## config.mk

```make
export PLATFORM = sky130hd
export DESIGN_NAME = dcache_refill
export DESIGN_NICKNAME = d
export VERILOG_FILES = /design/src/rtl/dcache_refill.sv
export SDC_FILE = /design/constraint.sdc
export NUM_CORES = 1
export LEC_CHECK = 0
export ABC_AREA = 0
export BUFFER_PORTS_ARGS = -buffer_cell sky130_fd_sc_hd__buf_2
export CORE_ASPECT_RATIO = 1.4
export CORE_MARGIN = 2
export CORE_UTILIZATION = 40
export DETAILED_ROUTE_END_ITERATION = 8
export GPL_TIMING_DRIVEN = 1
export PLACE_DENSITY_LB_ADDON = 0.08
export SKIP_CTS_REPAIR_TIMING = 1
export SYNTH_ARGS = -nofsm -noshare
export SYNTH_HDL_FRONTEND = slang
export SYNTH_SLANG_ARGS = --single-unit
```

## constraint.sdc

```tcl
create_clock -name clkIn -period 16.7 [get_ports clkIn]
set_clock_uncertainty 0.15 [all_clocks]
set_input_delay 0 -clock clkIn [delete_from_list [all_inputs] [get_ports clkIn]]
set_output_delay 0 -clock clkIn [all_outputs]
set_load 0.02 [all_outputs]
```

## src/rtl/dcache_refill.sv

```systemverilog
// dcache_refill: moves one cache line between the data cache and a byte-wide
// RAM. A fill reads BLOCK_SIZE bytes, one per cycle. The RAM returns each byte
// one cycle after its address, so the last byte arrives one cycle after the
// last address. A write-back writes the latched line out one byte per cycle.
// Every transfer ends with one DONE cycle. DONE gives the cache time to update
// its tag and dirty state before the next miss is accepted.
// Optional build macro DCACHE_REFILL_STATS_EN adds the fill and write-back
// event counters fillCount and writeBackCount.
module dcache_refill #(
    parameter int BLOCK_WIDTH = 4,
    parameter int BLOCK_SIZE  = 2**BLOCK_WIDTH
) (
    input  logic                    clkIn,
    input  logic                    resetIn,
    input  logic                    clearIn,
    input  logic                    miss,
    input  logic [31:BLOCK_WIDTH]   missAddr,
    input  logic                    readWriteIn,
    input  logic [BLOCK_SIZE*8-1:0] writeBackIn,
    output logic                    memDataValid,
    output logic [31:BLOCK_WIDTH]   memAddr,
    output logic [BLOCK_SIZE*8-1:0] memDataOut,
    output logic                    acceptWrite,
    input  logic [7:0]              ramDataIn,
    output logic [7:0]              ramDataOut,
    output logic [31:0]             ramAddr,
    output logic                    ramWrite
`ifdef DCACHE_REFILL_STATS_EN
    ,
    output logic [31:0]             fillCount,
    output logic [31:0]             writeBackCount
`endif
);

    typedef enum logic [1:0] {IDLE, READ, WRITE, DONE} stateT;

    localparam logic [4:0] LAST = 5'(BLOCK_SIZE - 1);
    localparam logic [4:0] FULL = 5'(BLOCK_SIZE);

    stateT                        state, stateNext;
    logic [4:0]                   cnt;
    logic [BLOCK_SIZE*8-1:0]      wbBuf;
    // Only bytes 0..BLOCK_SIZE-2 are buffered.
    // The top byte goes straight from ramDataIn into memDataOut.
    logic [(BLOCK_SIZE-1)*8-1:0]  lineBuf;

    // State register; reset takes effect at once, which abandons any transfer.
    always_ff @(posedge clkIn or posedge resetIn) begin
        if (resetIn) state <= IDLE;
        else         state <= stateNext;
    end

    // Next state and the combinational RAM port, which is idle outside READ/WRITE.
    always_comb begin
        stateNext  = state;
        ramWrite   = 1'b0;
        ramAddr    = '0;
        ramDataOut = '0;
        case (state)
            IDLE: if (miss) stateNext = readWriteIn ? READ : WRITE;
            READ: begin
                if (cnt < FULL) ramAddr = {memAddr, cnt[BLOCK_WIDTH-1:0]};
                if (clearIn)          stateNext = IDLE;
                else if (cnt == FULL) stateNext = DONE;
            end
            WRITE: begin
                ramWrite   = 1'b1;
                ramAddr    = {memAddr, cnt[BLOCK_WIDTH-1:0]};
                ramDataOut = wbBuf[{cnt[BLOCK_WIDTH-1:0], 3'b000} +: 8];
                if (cnt == LAST) stateNext = DONE;
            end
            DONE:    stateNext = IDLE;
            default: stateNext = IDLE;
        endcase
    end

    // Datapath: latch the request, count bytes, assemble the line, emit completion pulses.
    always_ff @(posedge clkIn or posedge resetIn) begin
        if (resetIn) begin
            cnt          <= '0;
            wbBuf        <= '0;
            lineBuf      <= '0;
            memAddr      <= '0;
            memDataOut   <= '0;
            memDataValid <= 1'b0;
            acceptWrite  <= 1'b0;
        end else begin
            memDataValid <= 1'b0;
            acceptWrite  <= 1'b0;
            case (state)
                IDLE: if (miss) begin
                    memAddr <= missAddr;
                    wbBuf   <= writeBackIn;
                    cnt     <= '0;
                end
                // A flush freezes the fill; IDLE discards the partial line.
                READ: if (!clearIn) begin
                    if (cnt < FULL) cnt <= cnt + 5'd1;
                    if (cnt != 5'd0 && cnt < FULL)
                        lineBuf[{BLOCK_WIDTH'(cnt[BLOCK_WIDTH-1:0] - 1'b1), 3'b000} +: 8] <= ramDataIn;
                    if (cnt == FULL) begin
                        memDataOut   <= {ramDataIn, lineBuf};
                        memDataValid <= 1'b1;
                    end
                end
                WRITE: begin
                    cnt <= cnt + 5'd1;
                    if (cnt == LAST) acceptWrite <= 1'b1;
                end
                default: ;
            endcase
        end
    end

`ifdef DCACHE_REFILL_STATS_EN
    // Event counters. They wrap naturally at 2^32.
    always_ff @(posedge clkIn or posedge resetIn) begin
        if (resetIn) begin
            fillCount      <= '0;
            writeBackCount <= '0;
        end else begin
            if (memDataValid) fillCount      <= fillCount + 32'd1;
            if (acceptWrite)  writeBackCount <= writeBackCount + 32'd1;
        end
    end
`endif

endmodule

```

==> key figures <==
Setup path
  – Reg2Reg Setup Slack: 12740 ps
  – Critical path depth in cells: 7
  – R2R depth: 7
  – CP Cell Sequence: buf_4 -> inv_1 -> ha_1 -> nand3_1 -> or3_4 -> buf_4 -> mux2_2
  – Critical Path Sink Type: register
  – CP max-delay cell: buf_4
  – Most frequent cell on the critical path: buf_4
  – Critical Path RT: 16970 ps
  – Crit path DAT: 4230 ps
  – Slowest stage delay, CP: 930 ps
  – Worst R2R Start: cnt[1]$_DFFE_PP0P_
  – Worst Path Buf+Inv: 3
  – Crit Reg-Reg Endpoint: memDataOut[90]$_DFFE_PP0P_
  – Delay-heaviest family, CP: buffers and inverters
  – Crit path max fanout: 95
  – CP Class: register to register
  – Worst Setup Start Kind: register

Global route
  – Antenna violations before repair: 4
  – Vias in the first global route: 11230
  – Global-route wire length before repair: around 69 mm
  – Largest net degree at the start of global routing: 175
  – Grt total ovfl: 0
  – GRT Util Overall: roughly 20%

Timing
  – Final setup TNS: 0 ps
  – Slew headroom: 24.22%
  – Final setup fails: 0
  – Hold slack: 70.19 ps
  – Fin worst setup slack: 12740 ps
  – Tmin final: 3964 ps
  – Worst-Margin Slew: between 1000 and 1500 ps
  – RSZ-0062 raised after global routing: false
  – Slew Limit Fails: 0
  – Period utilization: 23.73%
  – Fmax: approximately 250 MHz
  – Fin. Hold Viols: 0

Clocking
  – H-Tree Depth: 2
  – Clk buf depth: 3
  – Later-pin clock latency in the skew report: ~540 ps
  – Clock sinks: 413
  – Root buf cell: clkbuf_16
  – Num CTS Buffers: 42
  – CTS tree: done
  – Clock-pin slew on the worst setup and hold paths: 60 ps

Yosys
  – Yosys reg bits: 413
  – Cell variety after synth: 46
  – Synth async-reset ratio: 100.0%
  – Synth Warn #: 0
  – Post-synth EDFFs: 0
  – Post-Syn Area: 17390 um^2
  – Main area contributors after synthesis: dfrtp_1 59%, mux2_2 23%, mux4_2 4.1%
  – Synth top area share: 59.44%
  – Most used DFF post-synth: dfrtp_1
  – Post-Syn Nets: 1394
  – Syn avg cell area: approximately 14 um^2
  – Register area share after synthesis: 59.44%
  – Synth area leader: dfrtp_1
  – Gate Count Post-Synth: 1214

Layout
  – Register area: roughly 10000 um^2
  – Fillers: 3767
  – Synth-to-Final Area Change: 30.63%
  – Area of the multi-input gates: ~6600 um^2
  – Fin cells: between 2000 and 2500
  – Nets: 1906
  – Layout cell share with drive strength beyond 1: 47.89%

Pwr
  – Leak Pwr: approximately 11 nW
  – VDD IR-drop max: 0.09082 mV
  – Total design power: 3.401 mW
  – PwrDens: 149.7 nW/um^2

Detailed routing
  – First-pass iteration count of the detailed router: 4
  – Routed wire length: 45.06 mm
  – Vias: 11490
  – Wirelength per Cell: 19.52 um
  – Vias/cell: 4.979
  – Antenna Violating Nets Remaining: 0
  – Drc violations: 0
  – Initial DRC Count: 608

Floorplan
  – IO Pins: 368
  – Die footprint: 45180 um^2
  – Die Ht: 250.7 um
  – Core Footprint: 43020 um^2
  – Num rows: 90
  – Die extent in x: 180.2 um
  – Starting density of the core: between 40 and 50%

Placed design
  – Port buffer count: roughly 370
  – Placed insts: 2065
  – Dpl ws: 12640 ps
  – GPL Wtd Cong: 0.7334
  – Post-DP HPWL: 30.05 mm

Hold path
  – Min-Delay Endpoint: wbBuf[109]$_DFFE_PP0P_
  – Hold Crit Start: writeBackIn[109]
  – Hold depth: 3
  – Worst Hold Class: primary input to register

Outcome
  – Status: finished, final reports clean

Flow run
  – Max-Cap Viols: 0
-- cells by family (layout without fill, tap and decap cells) --
logic type               Yosys count  in the layout  share of synthesized area [%]
multiplexers                     405            405                          28.13
other                              0              4                              0
buffers and inverters            115            653                          2.612
AO/OA/AOI/OAI                     79             79                          2.936
adder cells (fa/ha/maj)           11             11                         0.7915
AND/OR/NAND/NOR                  187            187                          5.850
XOR/XNOR                           4              4                         0.2447
flip-flops                       413            413                          59.44
-- area by class of cell --
| cell class | count | area share, % |
|---|---|---|
| sequential | 413 | 45.51 |
| multi-input combinational | 686 | 29.21 |
| timing repair buffer | 549 | 16.02 |
| clock buffer | 65 | 5.453 |
| tap | 552 | 3.041 |
| inverter | 34 | 0.5949 |
| clock inverter | 5 | 0.1267 |
| antenna | 4 | 0.04407 |
-- worst register-to-register path, stage by stage (launching register included) --
cell and delay (ps):
dfrtp_2 340, buf_4 530, inv_1 210, ha_1 370, nand3_1 150, or3_4 710, buf_4 950, mux2_2 440
-- state kept, by name (all words and copies together), names as in the netlist --
register	flops
wbBuf	128
cnt	5
state	2
memDataOut	128
acceptWrite	1
memDataValid	1
lineBuf	120
memAddr	28
-- cells in the final DEF (no fill, tap or decap), types with 10 or more instances in the layout --
| cell | count |
|---|---|
| and3_1 | 49 |
| mux2i_1 | 24 |
| nand2_1 | 67 |
| ha_1 | 11 |
| buf_2 | 367 |
| dfrtp_1 | 411 |
| mux4_2 | 32 |
| o21ai_0 | 34 |
| a22oi_1 | 16 |
| and2_1 | 19 |
| dlygate4sd3_1 | 169 |
| clkbuf_1 | 14 |
| buf_4 | 12 |
| a21oi_1 | 10 |
| clkbuf_16 | 43 |
| inv_1 | 32 |
| mux2_2 | 349 |
| nor2_1 | 14 |
-- worst max path at each step --
stage | start | end | slack (ps)
final | cnt[1]$_DFFE_PP0P_ | memDataOut[90]$_DFFE_PP0P_ | 12740
after global routing | cnt[1]$_DFFE_PP0P_ | memDataOut[30]$_DFFE_PP0P_ | 12370
after CTS | cnt[1]$_DFFE_PP0P_ | memDataOut[30]$_DFFE_PP0P_ | 12630
after detailed placement | cnt[1]$_DFFE_PP0P_ | memDataOut[30]$_DFFE_PP0P_ | 12640
after global placement | cnt[1]$_DFFE_PP0P_ | memDataOut[69]$_DFFE_PP0P_ | 12710
after floorplan | resetIn | acceptWrite$_DFF_PP0_ | 5060
-- cells in the mapped netlist (8+ instances only) --
library cell	count
a21oi_1	10
and2_1	19
o31ai_1	8
mux2_2	349
o21ai_0	35
nand2_1	68
inv_1	33
and3_1	49
ha_1	11
nand3_1	8
clkbuf_1	66
buf_2	8
nor2_1	14
dfrtp_1	413
a22oi_1	16
mux2i_1	24
mux4_2	32
-- per-stage QoR --
step | cell area (um^2) | util, %
after floorplan | 17390 | -
after global placement | 19750 | 45.90
after detailed placement | 19750 | 45.90
after CTS | 21010 | 48.85
after global routing | 22710 | 52.80
final | 22710 | 52.80
-- where the power goes --
group / total (mW) / internal, mW / switching (mW)
registers: 1.38 / 1.25 / 0.134
clock network: 0.887 / 0.507 / 0.380
logic: 1.13 / 0.526 / 0.606
-- layer usage --
| layer | part of all wire (%) | vias to the layer above | track usage [%] |
|---|---|---|---|
| li1 | - | 5319 | - |
| met4 | 2.1 | 0 | 5.161 |
| met1 | 41 | 5829 | 23.81 |
| met2 | 52 | 284 | 33.72 |
| met5 | 0 | - | 0 |
| met3 | 4.8 | 60 | 5.816 |
Power figures use the tool's default switching activity.
